### config.mk
export PLATFORM = sky130hd
export DESIGN_NAME = mips_muldiv_unit_flat
export DESIGN_NICKNAME = d
export VERILOG_FILES = /design/src/rtl/mips_muldiv_unit_if.sv /design/src/rtl/mips_muldiv_unit.sv /design/src/flat_wrapper.sv
export SDC_FILE = /design/constraint.sdc
export NUM_CORES = 1
export LEC_CHECK = 0
export ABC_CLOCK_PERIOD_IN_PS = 7850
export CAP_MARGIN = 25
export CORE_ASPECT_RATIO = 0.7
export CORE_MARGIN = 1.5
export CORE_UTILIZATION = 55
export CTS_CLUSTER_DIAMETER = 200
export DETAILED_ROUTE_END_ITERATION = 7
export PLACE_DENSITY = 0.8
export SLEW_MARGIN = 0
export SYNTH_ARGS = -nofsm -noshare
export SYNTH_HDL_FRONTEND = slang
export SYNTH_SLANG_ARGS = --single-unit
### constraint.sdc
create_clock -name clk -period 7.85 [get_ports clk]
set_input_delay 2.355 -clock clk [delete_from_list [all_inputs] [get_ports clk]]
set_output_delay 2.355 -clock clk [all_outputs]
set_load 0.03 [all_outputs]
### src/rtl/mips_muldiv_unit_if.sv
// Handshake/data bundle between the EX stage and the iterative mul/div unit.
// The EX stage drives the master side; the unit is the slave.
interface mips_muldiv_unit_if #(
  parameter int unsigned WIDTH = 32
);
  logic             start;
  logic [1:0]       op;
  logic [WIDTH-1:0] srca;
  logic [WIDTH-1:0] srcb;
  logic             hi_we;
  logic             lo_we;
  logic [WIDTH-1:0] wdata;
  logic [WIDTH-1:0] hi;
  logic [WIDTH-1:0] lo;
  logic             busy;
  logic             done;
  logic             div_zero;

  modport master (
    output start, op, srca, srcb, hi_we, lo_we, wdata,
    input  hi, lo, busy, done, div_zero
  );

  modport slave (
    input  start, op, srca, srcb, hi_we, lo_we, wdata,
    output hi, lo, busy, done, div_zero
  );
endinterface

### src/rtl/mips_muldiv_unit.sv
// Iterative MULT/MULTU/DIV/DIVU unit with private HI/LO, one result bit per cycle.
// Operates on magnitudes; signs are reapplied in a single FIN cycle.
module mips_muldiv_unit #(
  parameter int unsigned WIDTH = 32
) (
  input logic                clk,
  input logic                reset,
  mips_muldiv_unit_if.slave  bus
);

  localparam int unsigned CW = $clog2(WIDTH);
  localparam logic [CW-1:0] LastCnt = CW'(WIDTH - 1);

  typedef enum logic [1:0] {StIdle, StRun, StFin} state_e;

  state_e             state_q, state_d;
  logic [CW-1:0]      count_q;
  logic [2*WIDTH-1:0] acc_q;
  logic [WIDTH-1:0]   opnd_q;
  logic               is_div_q;
  logic               neg_q;
  logic               neg_rem_q;
  logic               dz_q;
  logic [WIDTH-1:0]   hi_q, lo_q;
  logic               done_q;
  logic               div_zero_q;

  logic               a_neg, b_neg;
  logic [WIDTH-1:0]   a_mag, b_mag;
  logic [WIDTH:0]     mul_sum, div_shift, div_diff;
  logic [2*WIDTH-1:0] acc_step, prod;
  logic [WIDTH-1:0]   quot, rem;
  logic [WIDTH-1:0]   res_hi, res_lo;

  // State register
  always_ff @(posedge clk or posedge reset) begin
    if (reset) begin
      state_q <= StIdle;
    end else begin
      state_q <= state_d;
    end
  end

  // Next-state logic
  always_comb begin
    state_d = state_q;
    unique case (state_q)
      StIdle:  if (bus.start) state_d = StRun;
      StRun:   if (count_q == LastCnt) state_d = StFin;
      StFin:   state_d = StIdle;
      default: state_d = StIdle;
    endcase
  end

  // Outputs
  always_comb begin
    bus.busy     = (state_q != StIdle);
    bus.done     = done_q;
    bus.div_zero = div_zero_q;
    bus.hi       = hi_q;
    bus.lo       = lo_q;
  end

  // Operand magnitudes; op[0] selects the signed variants.
  always_comb begin
    a_neg = bus.op[0] & bus.srca[WIDTH-1];
    b_neg = bus.op[0] & bus.srcb[WIDTH-1];
    a_mag = a_neg ? -bus.srca : bus.srca;
    b_mag = b_neg ? -bus.srcb : bus.srcb;
  end

  // One iteration: acc holds {partial product, multiplier} or {remainder, dividend/quotient}.
  always_comb begin
    mul_sum   = {1'b0, acc_q[2*WIDTH-1:WIDTH]}
              + (acc_q[0] ? {1'b0, opnd_q} : {(WIDTH+1){1'b0}});
    div_shift = acc_q[2*WIDTH-1:WIDTH-1];
    div_diff  = div_shift - {1'b0, opnd_q};
    if (is_div_q) begin
      acc_step = div_diff[WIDTH] ? {div_shift[WIDTH-1:0], acc_q[WIDTH-2:0], 1'b0}
                                 : {div_diff[WIDTH-1:0],  acc_q[WIDTH-2:0], 1'b1};
    end else begin
      acc_step = {mul_sum, acc_q[WIDTH-1:1]};
    end
  end

  // Sign correction; a zero divisor leaves the remainder equal to the dividend.
  always_comb begin
    prod = neg_q ? -acc_q : acc_q;
    quot = acc_q[WIDTH-1:0];
    rem  = acc_q[2*WIDTH-1:WIDTH];
    if (is_div_q) begin
      res_lo = dz_q ? {WIDTH{1'b1}} : (neg_q ? -quot : quot);
      res_hi = neg_rem_q ? -rem : rem;
    end else begin
      res_hi = prod[2*WIDTH-1:WIDTH];
      res_lo = prod[WIDTH-1:0];
    end
  end

  always_ff @(posedge clk or posedge reset) begin
    if (reset) begin
      count_q    <= '0;
      acc_q      <= '0;
      opnd_q     <= '0;
      is_div_q   <= 1'b0;
      neg_q      <= 1'b0;
      neg_rem_q  <= 1'b0;
      dz_q       <= 1'b0;
      hi_q       <= '0;
      lo_q       <= '0;
      done_q     <= 1'b0;
      div_zero_q <= 1'b0;
    end else begin
      done_q <= 1'b0;
      unique case (state_q)
        StIdle: begin
          if (bus.start) begin
            count_q    <= '0;
            is_div_q   <= bus.op[1];
            neg_q      <= a_neg ^ b_neg;
            neg_rem_q  <= a_neg;
            dz_q       <= bus.op[1] & (bus.srcb == '0);
            div_zero_q <= 1'b0;
            opnd_q     <= bus.op[1] ? b_mag : a_mag;
            acc_q      <= {{WIDTH{1'b0}}, (bus.op[1] ? a_mag : b_mag)};
          end else begin
            if (bus.hi_we) hi_q <= bus.wdata;
            if (bus.lo_we) lo_q <= bus.wdata;
          end
        end
        StRun: begin
          acc_q   <= acc_step;
          count_q <= count_q + CW'(1);
        end
        StFin: begin
          hi_q       <= res_hi;
          lo_q       <= res_lo;
          done_q     <= 1'b1;
          div_zero_q <= dz_q;
        end
        default: ;
      endcase
    end
  end

endmodule

### src/flat_wrapper.sv
// flat-port wrapper written by rule: the top's interface ports become plain ports
module mips_muldiv_unit_flat 
#(
  parameter int unsigned WIDTH = 32
)
  (clk, reset, bus_start, bus_op, bus_srca, bus_srcb, bus_hi_we, bus_lo_we, bus_wdata, bus_hi, bus_lo, bus_busy, bus_done, bus_div_zero);
  mips_muldiv_unit_if #(.WIDTH(WIDTH)) bus_i ();
  input logic clk;
  input logic reset;
  input wire logic [$bits(bus_i.start)-1:0] bus_start;
  input wire logic [$bits(bus_i.op)-1:0] bus_op;
  input wire logic [$bits(bus_i.srca)-1:0] bus_srca;
  input wire logic [$bits(bus_i.srcb)-1:0] bus_srcb;
  input wire logic [$bits(bus_i.hi_we)-1:0] bus_hi_we;
  input wire logic [$bits(bus_i.lo_we)-1:0] bus_lo_we;
  input wire logic [$bits(bus_i.wdata)-1:0] bus_wdata;
  output wire logic [$bits(bus_i.hi)-1:0] bus_hi;
  output wire logic [$bits(bus_i.lo)-1:0] bus_lo;
  output wire logic [$bits(bus_i.busy)-1:0] bus_busy;
  output wire logic [$bits(bus_i.done)-1:0] bus_done;
  output wire logic [$bits(bus_i.div_zero)-1:0] bus_div_zero;
  assign bus_i.start = bus_start;
  assign bus_i.op = bus_op;
  assign bus_i.srca = bus_srca;
  assign bus_i.srcb = bus_srcb;
  assign bus_i.hi_we = bus_hi_we;
  assign bus_i.lo_we = bus_lo_we;
  assign bus_i.wdata = bus_wdata;
  assign bus_hi = bus_i.hi;
  assign bus_lo = bus_i.lo;
  assign bus_busy = bus_i.busy;
  assign bus_done = bus_i.done;
  assign bus_div_zero = bus_i.div_zero;
  mips_muldiv_unit #(.WIDTH(WIDTH)) u_core (.clk(clk), .reset(reset), .bus(bus_i));
endmodule
== Word level (Yosys, flattened, before mapping) ==
Cells that the tools add are included.

* Bitwise gates (word level): 4
* Reductions and logical operators: 11
* Add/sub/neg operators: 8
* Equal/unequal tests: 8
* Mux-type cells: 29

{| class="wikitable"
|+ Operators by type and width
! cell !! count
|-
| $mux W32 || 14
|-
| $mux W64 || 4
|-
| $neg A32 Y32 || 4
|-
| $pmux W32 S2 || 2
|-
| $pmux W64 S2 || 1
|-
| $neg A64 Y64 || 1
|-
| $add A32 B33 Y33 || 1
|-
| $sub A33 B32 Y33 || 1
|-
| $logic_not A32 Y1 || 1
|-
| $pmux W5 S2 || 1
|-
| $ne A2 B2 Y1 const B || 4
|-
| $reduce_and A2 Y1 || 4
|-
| $reduce_and A3 Y1 || 2
|-
| $reduce_bool A2 Y1 || 3
|-
| $add A5 B1 Y5 const B || 1
|-
| $eq A5 B5 Y1 const B || 1
|-
| $mux W5 || 1
|-
| $mux W2 || 2
|-
| $pmux W2 S2 || 1
|-
| $and A1 B1 Y1 || 3
|-
| $eq A2 B1 Y1 const B || 1
|-
| $eq A2 B2 Y1 const B || 1
|-
| $logic_not A2 Y1 || 1
|-
| $mux W1 || 2
|-
| other kinds (3) || 3
|}

* Input bits: 103
* Output and inout bits: 67
* Register bits after elaboration: 173
* Word-level logic and storage cells: 72

== Depth between registers and ports, before layout ==
* Depth in word-level cells: 5
* Gate-level depth with buffers: 16
* Mapped depth without buffers: 14

== Worst setup path after synthesis ==
OpenSTA, ideal clock, no wires.

* Path type: input -> register
* Start point: in bus_srca[4]
* End point: reg u_core.acc_q[26]
* Setup slack: 2.984 ns
* Library setup time: 0.137 ns
* Data arrival time: 4.729 ns
* Stages on the path: 10
* Data required time: 7.713 ns
* Path through: or4_1 nor3_1 nand2_1 or4_1 nand2b_1 o21ai_0 xnor2_1 or2_2 a31oi_1 a21oi_1

* Word-level cells in the longest chain between the ends: 5

{| class="wikitable"
|+ RTL lines
! what !! RTL line !! source
|-
| start, declared || flat_wrapper.sv:12 || <nowiki>input wire logic [$bits(bus_i.srca)-1:0] bus_srca;</nowiki>
|-
| $neg A32 Y32 || mips_muldiv_unit.sv:68 || <nowiki>a_mag = a_neg ? -bus.srca : bus.srca;</nowiki>
|-
| $mux W32 || mips_muldiv_unit.sv:68 ||
|-
| $mux W32 || mips_muldiv_unit.sv:125 || <nowiki>acc_q <= {{WIDTH{1'b0}}, (bus.op[1] ? a_mag : b_mag)};</nowiki>
|-
| $mux W64 || mips_muldiv_unit.sv:117 || <nowiki>if (bus.start) begin</nowiki>
|-
| $pmux W64 S2 || mips_muldiv_unit.sv:115 || <nowiki>unique case (state_q)</nowiki>
|-
| end signal, assigned || mips_muldiv_unit.sv:125 ||
|-
| end signal, assigned || mips_muldiv_unit.sv:132 || <nowiki>acc_q <= acc_step;</nowiki>
|-
| end, declared || mips_muldiv_unit.sv:18 || <nowiki>logic [2*WIDTH-1:0] acc_q;</nowiki>
|}

Every way passes these cells. The select of a mux whose other input is x is not followed.
A chain may end at the register's enable or synchronous reset.

== Worst setup path in the final report ==
* Start point: in bus_srcb[8]
* End point: reg u_core.acc_q[24]

* Word-level cells in the longest chain between the ends: 5

{| class="wikitable"
|+ RTL lines
! what !! RTL line !! source
|-
| start, declared || flat_wrapper.sv:13 || <nowiki>input wire logic [$bits(bus_i.srcb)-1:0] bus_srcb;</nowiki>
|-
| $neg A32 Y32 || mips_muldiv_unit.sv:69 || <nowiki>b_mag = b_neg ? -bus.srcb : bus.srcb;</nowiki>
|-
| $mux W32 || mips_muldiv_unit.sv:69 ||
|-
| $mux W32 || mips_muldiv_unit.sv:125 ||
|-
| $mux W64 || mips_muldiv_unit.sv:117 ||
|-
| $pmux W64 S2 || mips_muldiv_unit.sv:115 ||
|}

Every way passes these cells. The select of a mux whose other input is x is not followed.

==> results_dict.tcl <==
set metrics [dict create \
    power_frac_seq_pct 23.2 \
    final_common_cell "o21ai_0" \
    diodes 0 \
    vias 14850 \
    initial_core_util_pct 56.40 \
    final_nets 2104 \
    crit_path_max_fanout 5 \
    post-dp-hpwl_um 38190 \
    ir_worst_vdd_uv 250.3 \
    grtUsageTotal_pct 35.99 \
    synthCells 1841 \
    regArea_um2 4330 \
    fin_crit_sh_pct 68.24 \
    drv_slew 0 \
    ant_nets 0 \
    vias_per_cell 6.460 \
    hold_class "reg -> reg" \
    synth_cell_types 70 \
    max_slew_margin_pct 29.94 \
    ios 170 \
    reg2reg_depth 14 \
    multi_input_area_um2 9593 \
    grt-ovfl-total 0 \
    setup_tns_ns 0 \
    cts_made_buffers 17 \
    cp-start-kind "input pin" \
    worst_pin_slew_ns 1.050 \
    r2r-end "u_core.acc_q[57]$_DFFE_PP0P_" \
    status "finished clean" \
    fin_util_pct 65.84 \
    path_clk_slew_ns 0.07 \
    cts_root_buffer "clkbuf_16" \
    cp.required_ns 8.15 \
    p_total_mw 8.717 \
    die_h_um 139.1 \
    power.internal_mw 4.131 \
    drt_wl_total_um 49560 \
    comb_power_share_pct 67.3 \
    drt_pre_antenna_iters 6 \
    synth_edf_count 0 \
    fin_area_um2 16990 \
    crit_type "in -> reg" \
    rows 49 \
    drive_gt1_share_pct 4.019 \
    cts_setup_buffers 0 \
    wl_per_cell_um 21.57 \
    clkLatencyLatePin_ns 0.45 \
    ys.flop_type "dfrtp_1" \
    hold_ws_ns 0.4857 \
    r2r_slack_ns 3.22 \
    rsz0062_at_grt "false" \
    fin_skew_ns 0.01268 \
    pwr-share-clk_pct 9.5 \
    worstHoldEndpoint "u_core.bus.lo[13]$_DFFE_PP0P_" \
    htree_num_levels 4 \
    grt_antenna_before_repair 0 \
    synth_area_um2 14560 \
    synth.avg_cell_area_um2 7.907 \
    num-fill-cells 2220 \
    ys_ff_latch 173 \
    drt-initial-drc-count 1832 \
    cts_tree "done" \
    dpl-instance-area_um2 16400 \
    synth_nets 2016 \
    grt_pass1_vias 13150 \
    power_density_nw_per_um2 513.0 \
    switching_share_pct 52.61 \
    clkSinkCount 173 \
    final_cell_mix "209 x o21ai_0, 194 x nand2_1, 172 x dfrtp_1" \
    gp_congestion 1.044 \
    clockBufferDepth 2 \
    reg2reg_from "u_core.acc_q[31]$_DFFE_PP0P_" \
    hold_buffers 0 \
    end_kind "register" \
    arrival_ns 5.65 \
    io_buffer_count 169 \
    die_w_um 197.4 \
    maxCapViolCount 0 \
    drcViolationCount 0 \
    final.min_clock_period_ns 5.357 \
    synth_warnings 0 \
    hold_viol_final 0 \
    fmax_ghz 0.1867 \
    grt_pass1_wl_um 76160 \
    async_flop_share_pct 100.0 \
    grt_max_degree 118 \
    p_leak_nw 7.121 \
    holdPathStages 2 \
    dieArea_um2 27470 \
    setup_viol 0 \
    switching_power_mw 4.586 \
    cts-resized-gates 0 \
    area_growth_syn_to_layout_pct 16.74 \
    core_um2 25810 \
    hp-start "u_core.bus.lo[13]$_DFFE_PP0P_" \
    synth.yosys.seq_area_share_pct 29.74 \
]
-- cells by family after synthesis --
logic type               Yosys count  synth area share [%]
AND/OR/NAND/NOR                  534                 17.23
adder cells (fa/ha/maj)           72                 6.292
multiplexers                      58                 4.023
buffers and inverters            173                 4.599
flip-flops                       173                 29.74
XOR/XNOR                         170                 10.23
AO/OA/AOI/OAI                    661                 27.89
-- cell usage after synthesis, drive strengths merged, types with 38 or more instances --
cell type / n / area share [%]
ha: 70 / 6.0
mux2i: 54 / 3.7
nand2: 194 / 5.0
xnor2: 110 / 6.6
nor2: 147 / 3.8
a21oi: 157 / 5.4
dfrtp: 173 / 30
xor2: 60 / 3.6
o22ai: 39 / 1.7
clkbuf: 98 / 2.5
o21ai: 211 / 7.3
inv: 57 / 1.5
a21o: 38 / 2.0
-- cell type report --
cell class / count / share of cell area, %
Clock buffer: 18 / 2.525
Clock inverter: 13 / 0.7804
Inverter: 58 / 1.311
Multi-Input combinational cell: 1495 / 56.45
Sequential cell: 173 / 25.48
Tap cell: 357 / 2.628
Timing Repair Buffer: 184 / 10.82
-- power groups by stage --
stage | logic (mW) | clock network (mW) | registers (mW)
after floorplan | 3.88 | 0 | 1.98
after global placement | 5.55 | 0 | 1.97
after detailed placement | 5.66 | 0 | 1.99
after CTS | 5.69 | 0.830 | 1.97
after global routing | 6.33 | 0.872 | 2.06
final | 5.87 | 0.830 | 2.02
-- through the flow --
step / worst slack [ns] / cells
CTS: 2.567 / 2297
global route: 2.145 / 2298
global placement: 2.270 / 2265
floorplan: 0.8065 / 1841
detailed placement: 2.112 / 2266
finish: 2.493 / 2298
-- flip-flops by register name, indices dropped and copies added, names as in the netlist --
signal               flops
u_core.opnd_q           32
u_core.dz_q              1
u_core.neg_rem_q         1
u_core.bus.hi           32
u_core.bus.done          1
u_core.bus.lo           32
u_core.state_q           2
u_core.count_q           5
u_core.neg_q             1
u_core.is_div_q          1
u_core.acc_q            64
u_core.bus.div_zero      1
-- worst max-delay path by stage --
stage                            start                            to  slack (ns)
after global routing       bus_srcb[8]  u_core.acc_q[24]$_DFFE_PP0P_        2.14
after global placement    bus_srcb[11]  u_core.acc_q[26]$_DFFE_PP0P_        2.27
after detailed placement   bus_srcb[8]  u_core.acc_q[24]$_DFFE_PP0P_        2.11
after CTS                  bus_srcb[8]  u_core.acc_q[24]$_DFFE_PP0P_        2.57
final                      bus_srcb[8]  u_core.acc_q[24]$_DFFE_PP0P_        2.49
after floorplan                  reset   u_core.acc_q[0]$_DFFE_PP0P_        0.81
-- layer usage --
layer	vias to the layer above	part of all wire (%)	global-route usage [%]
met2	891	39	48.46
li1	6853	-	-
met4	0	1.9	7.955
met3	56	14	11.24
met1	7046	45	55.31
met5	-	0	0
-- critical path, stage by stage --
cell             delay (ns)
clkdlybuf4s50_1        0.50
or4_1                  0.58
nor4_1                 0.35
nor2b_1                0.32
nand2_1                0.10
nor4_1                 0.67
nor2_1                 0.12
xnor2_1                0.24
nand2_1                0.08
a221oi_1               0.28
a21oi_1                0.06
No activity file was read; power rests on OpenSTA's default activity.
